**src/rtl/mac_acc_mem.sv**
```systemverilog
// Operand/result store for the MAC datapath: A (M x K), B (K x N), C (M x N).
// Registered reads with one-cycle valid flags, in-place accumulate on C,
// and a row-sweep engine that zeroes C between jobs.
module mac_acc_mem #(
  parameter int M = 4,
  parameter int K = 4,
  parameter int N = 4,
  parameter int DATA_WIDTH_INIT_MATRIX = 32,
  parameter int DATA_WIDTH_RESULT_MATRIX = 2 * DATA_WIDTH_INIT_MATRIX + $clog2(K),
  localparam int MW = (M > 1) ? $clog2(M) : 1,
  localparam int KW = (K > 1) ? $clog2(K) : 1,
  localparam int NW = (N > 1) ? $clog2(N) : 1
) (
  input  logic                                clk,
  input  logic                                resetn,
  input  logic [DATA_WIDTH_INIT_MATRIX-1:0]   data_in_a,
  input  logic [DATA_WIDTH_INIT_MATRIX-1:0]   data_in_b,
  input  logic [DATA_WIDTH_RESULT_MATRIX-1:0] data_in_c,
  input  logic [MW-1:0]                       row_addr_a,
  input  logic [KW-1:0]                       col_addr_a,
  input  logic [KW-1:0]                       row_addr_b,
  input  logic [NW-1:0]                       col_addr_b,
  input  logic [MW-1:0]                       row_addr_c,
  input  logic [NW-1:0]                       col_addr_c,
  input  logic                                matrix_a_we,
  input  logic                                matrix_b_we,
  input  logic                                matrix_c_we,
  input  logic                                matrix_c_acc,
  input  logic                                matrix_a_re,
  input  logic                                matrix_b_re,
  input  logic                                matrix_c_re,
  input  logic                                clear_start,
  output logic [DATA_WIDTH_INIT_MATRIX-1:0]   data_out_a,
  output logic [DATA_WIDTH_INIT_MATRIX-1:0]   data_out_b,
  output logic [DATA_WIDTH_RESULT_MATRIX-1:0] data_out_c,
  output logic                                rvalid_a,
  output logic                                rvalid_b,
  output logic                                rvalid_c,
  output logic                                c_busy,
  output logic                                clear_done,
  output logic                                c_drop_err
);

  typedef enum logic {IDLE, CLEAR} state_t;

  logic [DATA_WIDTH_INIT_MATRIX-1:0]   memA_q [M][K];
  logic [DATA_WIDTH_INIT_MATRIX-1:0]   memB_q [K][N];
  logic [DATA_WIDTH_RESULT_MATRIX-1:0] memC_q [M][N];

  logic [DATA_WIDTH_INIT_MATRIX-1:0]   dataOutA_q, dataOutB_q;
  logic [DATA_WIDTH_RESULT_MATRIX-1:0] dataOutC_q;
  logic                                rvalidA_q, rvalidB_q, rvalidC_q;
  logic                                dropErr_q;

  state_t        state_q, state_d;
  logic [MW-1:0] rowPtr_q, rowPtr_d;
  logic          clearDone_q, clearDone_d;

  logic aInRange, bInRange, cInRange, cBusy, lastRow;

  // Addresses beyond the matrix size only exist for non-power-of-2 dimensions
  assign aInRange = (32'(row_addr_a) < M) && (32'(col_addr_a) < K);
  assign bInRange = (32'(row_addr_b) < K) && (32'(col_addr_b) < N);
  assign cInRange = (32'(row_addr_c) < M) && (32'(col_addr_c) < N);
  assign cBusy    = (state_q == CLEAR);
  assign lastRow  = (32'(rowPtr_q) == M - 1);

  // A port: write, and read-first registered read with one-cycle valid
  always_ff @(posedge clk) begin
    if (!resetn) begin
      for (int r = 0; r < M; r++)
        for (int c = 0; c < K; c++)
          memA_q[r][c] <= '0;
      dataOutA_q <= '0;
      rvalidA_q  <= 1'b0;
    end else begin
      if (matrix_a_we && aInRange)
        memA_q[row_addr_a][col_addr_a] <= data_in_a;
      rvalidA_q <= matrix_a_re;
      if (matrix_a_re)
        dataOutA_q <= aInRange ? memA_q[row_addr_a][col_addr_a] : '0;
    end
  end

  // B port: identical behaviour to A over the K x N array
  always_ff @(posedge clk) begin
    if (!resetn) begin
      for (int r = 0; r < K; r++)
        for (int c = 0; c < N; c++)
          memB_q[r][c] <= '0;
      dataOutB_q <= '0;
      rvalidB_q  <= 1'b0;
    end else begin
      if (matrix_b_we && bInRange)
        memB_q[row_addr_b][col_addr_b] <= data_in_b;
      rvalidB_q <= matrix_b_re;
      if (matrix_b_re)
        dataOutB_q <= bInRange ? memB_q[row_addr_b][col_addr_b] : '0;
    end
  end

  // C port: sweep clears one row per cycle and drops host commands; otherwise write beats accumulate
  always_ff @(posedge clk) begin
    if (!resetn) begin
      for (int r = 0; r < M; r++)
        for (int c = 0; c < N; c++)
          memC_q[r][c] <= '0;
      dataOutC_q <= '0;
      rvalidC_q  <= 1'b0;
      dropErr_q  <= 1'b0;
    end else begin
      rvalidC_q <= 1'b0;
      if (cBusy) begin
        for (int c = 0; c < N; c++)
          memC_q[rowPtr_q][c] <= '0;
        if (matrix_c_we || matrix_c_acc || matrix_c_re)
          dropErr_q <= 1'b1;
      end else begin
        if (cInRange) begin
          if (matrix_c_we)
            memC_q[row_addr_c][col_addr_c] <= data_in_c;
          else if (matrix_c_acc)
            memC_q[row_addr_c][col_addr_c] <= memC_q[row_addr_c][col_addr_c] + data_in_c;
        end
        if (matrix_c_re) begin
          rvalidC_q  <= 1'b1;
          dataOutC_q <= cInRange ? memC_q[row_addr_c][col_addr_c] : '0;
        end
      end
    end
  end

  // Clear engine state register; reset aborts a sweep without a done pulse
  always_ff @(posedge clk) begin
    if (!resetn) begin
      state_q     <= IDLE;
      rowPtr_q    <= '0;
      clearDone_q <= 1'b0;
    end else begin
      state_q     <= state_d;
      rowPtr_q    <= rowPtr_d;
      clearDone_q <= clearDone_d;
    end
  end

  // Clear engine next state: walk rows 0..M-1, flag completion after the last one
  always_comb begin
    state_d     = state_q;
    rowPtr_d    = rowPtr_q;
    clearDone_d = 1'b0;
    case (state_q)
      IDLE: begin
        if (clear_start) begin
          state_d  = CLEAR;
          rowPtr_d = '0;
        end
      end
      CLEAR: begin
        if (lastRow) begin
          state_d     = IDLE;
          rowPtr_d    = '0;
          clearDone_d = 1'b1;
        end else begin
          rowPtr_d = rowPtr_q + MW'(1);
        end
      end
      default: state_d = IDLE;
    endcase
  end

  assign data_out_a = dataOutA_q;
  assign data_out_b = dataOutB_q;
  assign data_out_c = dataOutC_q;
  assign rvalid_a   = rvalidA_q;
  assign rvalid_b   = rvalidB_q;
  assign rvalid_c   = rvalidC_q;
  assign c_busy     = cBusy;
  assign clear_done = clearDone_q;
  assign c_drop_err = dropErr_q;

endmodule
```
**config.mk**
```make
export PLATFORM = sky130hd
export DESIGN_NAME = mac_acc_mem
export DESIGN_NICKNAME = d
export VERILOG_FILES = /design/src/rtl/mac_acc_mem.sv
export SDC_FILE = /design/constraint.sdc
export NUM_CORES = 2
export LEC_CHECK = 0
export CORE_UTILIZATION = 58
export CTS_CLUSTER_SIZE = 8
export DETAILED_ROUTE_END_ITERATION = 10
export PLACE_DENSITY = 0.76
export SLEW_MARGIN = 20
export SYNTH_ARGS = -nofsm -noshare
export SYNTH_HDL_FRONTEND = slang
export SYNTH_SLANG_ARGS = --single-unit
```
**constraint.sdc**
```tcl
create_clock -name clk -period 14.3 [get_ports clk]
set_input_delay 2.145 -clock clk [delete_from_list [all_inputs] [get_ports clk]]
set_output_delay 2.145 -clock clk [all_outputs]
set_load 0.1 [all_outputs]
```
==> results.toml <==
[status]
status = "complete, but fails checks"
violations = "design-rule violations"

[synthesis]
syn_nets = 7554
synth_cell_types = 79
ys_ff_latch = 2218
ys.flop_type = "edfxtp_1"
syn-instance-count = 7335
syn_area_per_cell_um2 = 14.1
synthArstFlopShare_pct = 0
synth_edf_count = 2080
synth_warnings = 0
seq_area_frac_synth_pct = 63.2
syn_area_um2 = 103000

[detailed_routing]
totalWireLength_um = 314000
via_per_inst = 6.77
drtIter0Drc = 9737
num_vias = 67700
drc_errors = 32
drt_first_pass_iters = 10
postRouteAntennaNets = 0
routedWlPerCell_um = 31.4

[worst_setup_path]
r2r-end = "memC_q[2][195]$_SDFFCE_PN0P_"
crit_required_ns = 15.08
crit_path_max_fanout = 104
cp_cell_sequence = "buf_8 > buf_12 > mux4_2 > mux4_2 > ha_1 > nand4_1 > nor4_2 > nand2_1 > a211oi_1 > a211oi_2 > o311ai_2 > mux2i_1 > a21oi_1 > nor2_1"
startpoint_type = "input pin"
slowest_delay_ns = 0.94
slowest_stage = "nor4_2"
regToRegStartpoint = "memC_q[2][106]$_SDFFCE_PN0P_"
critPathCaptureType = "flip-flop"
critical_path_class = "input pin to flip-flop"
arrival_ns = 9.24
critical_path.top_delay_family = "simple AND/OR/NAND/NOR gates"
path_buf_inv = 2
crit_top_cell = "mux4_2"
r2r_setup_slack_ns = 8.40
ff2ff_path_depth = 12

[clock_network]
cts_root_buf = "clkbuf_16"
cts-resized-gates = 0
clk_latency_ns = 0.96
numCtsBuffers = 328
cts.sinks = 2218
cts_max_path_buffers = 4
cts.clk_slew.worst_paths_ns = 0.05
htreeDepth = 5
cts_hold_buffers = 0
cts_tree = "built"
post_cts_buffers = 0

[final_layout]
fin_nets = 7709
final_common_cell = "edfxtp_1"
synthToLayoutAreaGrowth_pct = 13.9
drive_gt1_share_pct = 16.8
stdcell_count = 9997
most-common-layout-cells = "2080 x edfxtp_1, 1217 x nor2_1, 1030 x and2_1, 650 x mux4_2, 337 x clkbuf_16"

[sta]
setup_viol = 0
period_share_pct = 59.2
min_period_ns = 8.46
slew_headroom_pct = 14.6
worst_pin_slew_ns = 1.27
tns_ns = 0
rsz0062_at_grt = "no"
hold_viol_final = 0
skew_ns = 0.0607
fmax_mhz = 118
slew_violations = 0

[floorplanning]
num_io_pins = 288
die_x_um = 424
core_region_area_um2 = 176000
die_h_um = 424
dieArea_um2 = 180000
row_count = 154
start_util_pct = 58.4

[power_and_ir_drop]
ir_worst_vdd_uv = 125
total_leakage_power_nw = 40.3
switchingPower_w = 0.00422
seqPwrFrac_pct = 45.6
p_per_area_nw_per_um2 = 141
clock_power_share_pct = 41.9
netSwitchingFraction_pct = 25.4
comb_power_share_pct = 12.5
internal_power_w = 0.0124

[worst_hold_path]
min_to = "c_drop_err$_SDFFE_PN0P_"
hold_depth = 1
hp-class = "flip-flop to flip-flop"
hp-start = "c_drop_err$_SDFFE_PN0P_"

[place]
gp_congestion = 0.986
place.port_buffers = 287
placed_cells = 9500
hpwlAfterDp_um = 174000

[global_route]
grt_usage_pct = 35.0
antenna_found_initial = 16
grt_pass1_wl_um = 453000
gr-total-overflow = 0
grt_pass1_vias = 68000
grt_start_max_net_pins = 119

[flow_run]
max_cap_violations = 0
## cell type report
cell class                 instances  area [um2]
fill                           12100       59000
timing repair buffer             423        3930
multi-input combinational       4500       36300
tap                             2340        2930
clock inverter                     5        31.3
clock buffer                     479        8980
sequential                      2218       65200
antenna                           13        32.5
inverter                          19        71.3
## registers in the layout, indices dropped and copies added (netlist names), 2 cells and up
name        flops
memC_q       1056
memA_q        512
memB_q        512
data_out_c     66
data_out_a     32
data_out_b     32
rowPtr_q        2
## worst max path at each step
stage | startpoint | to | depth (start not counted)
3_3_place_gp | row_addr_c[0] | memC_q[0][197]$_SDFFCE_PN0P_ | 15
2_1_floorplan | row_addr_c[0] | memC_q[1][197]$_SDFFCE_PN0P_ | 17
4_1_cts | row_addr_c[0] | memC_q[0][263]$_SDFFCE_PN0P_ | 15
6_report | row_addr_c[0] | memC_q[2][195]$_SDFFCE_PN0P_ | 14
5_1_grt | row_addr_c[0] | memC_q[0][263]$_SDFFCE_PN0P_ | 15
3_5_place_dp | row_addr_c[0] | memC_q[1][131]$_SDFFCE_PN0P_ | 15
## metrics by stage
stage               utilization [%]  total power (W)  setup slack (ns)  hold slack (ns)  cell area (um2)
finish                         66.6           0.0166              5.84            0.461           117000
global route                   66.6           0.0170              5.69            0.470           117000
CTS                            66.5           0.0166              6.03            0.464           117000
detailed placement             61.4          0.00970              5.10            0.454           108000
global placement               61.4          0.00965              5.19            0.449           108000
floorplan                         -          0.00900              7.49            0.604           103000
## Yosys cell counts, types with 13 or more instances
| library cell | number | area, um2 |
|---|---|---|
| a211oi_1 | 23 | 173 |
| a21boi_0 | 67 | 503 |
| a21o_1 | 40 | 300 |
| a21oi_1 | 263 | 1320 |
| a31oi_1 | 77 | 482 |
| and2_1 | 1030 | 6440 |
| buf_1 | 94 | 353 |
| buf_2 | 16 | 80.1 |
| clkbuf_1 | 486 | 1820 |
| dfxtp_1 | 138 | 2760 |
| edfxtp_1 | 2080 | 62500 |
| ha_1 | 66 | 826 |
| inv_1 | 19 | 71.3 |
| mux2i_1 | 66 | 661 |
| mux4_2 | 650 | 14600 |
| nand2_1 | 327 | 1230 |
| nand2b_1 | 23 | 144 |
| nand3_1 | 89 | 445 |
| nand4_1 | 61 | 382 |
| nor2_1 | 1243 | 4670 |
| nor2b_1 | 83 | 519 |
| nor3_1 | 32 | 160 |
| nor4_1 | 13 | 81.3 |
| o211ai_1 | 15 | 113 |
| o21a_1 | 25 | 188 |
| o21ai_0 | 71 | 355 |
| o21bai_1 | 14 | 105 |
| o22ai_1 | 32 | 200 |
| o311ai_0 | 13 | 114 |
| o31ai_1 | 13 | 97.6 |
| or3_1 | 17 | 106 |
| xnor2_1 | 28 | 245 |
| xor2_1 | 18 | 158 |
## worst reg2reg max path: cells and delay by family (launching register included)
kind | cells | cell delay (ns)
AOI/OAI and AO/OA | 4 | 1.59
adders and majority gates | 1 | 0.50
DFF | 1 | 0.38
muxes | 3 | 1.53
and+or+nand+nor | 4 | 1.74
## layer usage
metal,vias up,GRT usage (%),routed length [um]
li1,27600,-,-
met1,33300,44.4,104000
met2,5477,55.0,147000
met3,1342,8.35,41500
met4,10,21.1,22000
met5,-,0,64
## power by group through the flow
stage	clock network [W]	registers, W	logic [W]
2_1_floorplan	0	0.00788	0.00111
3_3_place_gp	0	0.00766	0.00200
3_5_place_dp	0	0.00769	0.00202
4_1_cts	0.00696	0.00757	0.00203
5_1_grt	0.00723	0.00759	0.00214
6_report	0.00695	0.00757	0.00208
## logic make-up (layout without fill, tap and decap cells)
group / count (synthesis) / in the layout / share of synthesized area, %
muxes: 716 / 716 / 14.8
AOI/OAI and AO/OA: 716 / 716 / 4.42
xor gates and xnor gates: 47 / 47 / 0.406
other: 0 / 13 / 0
buffers and inverters: 617 / 926 / 2.28
adders and majority gates: 67 / 67 / 0.820
and+or+nand+nor: 2954 / 2954 / 14.0
DFF: 2218 / 2218 / 63.2
Power figures use the tool's default switching activity.
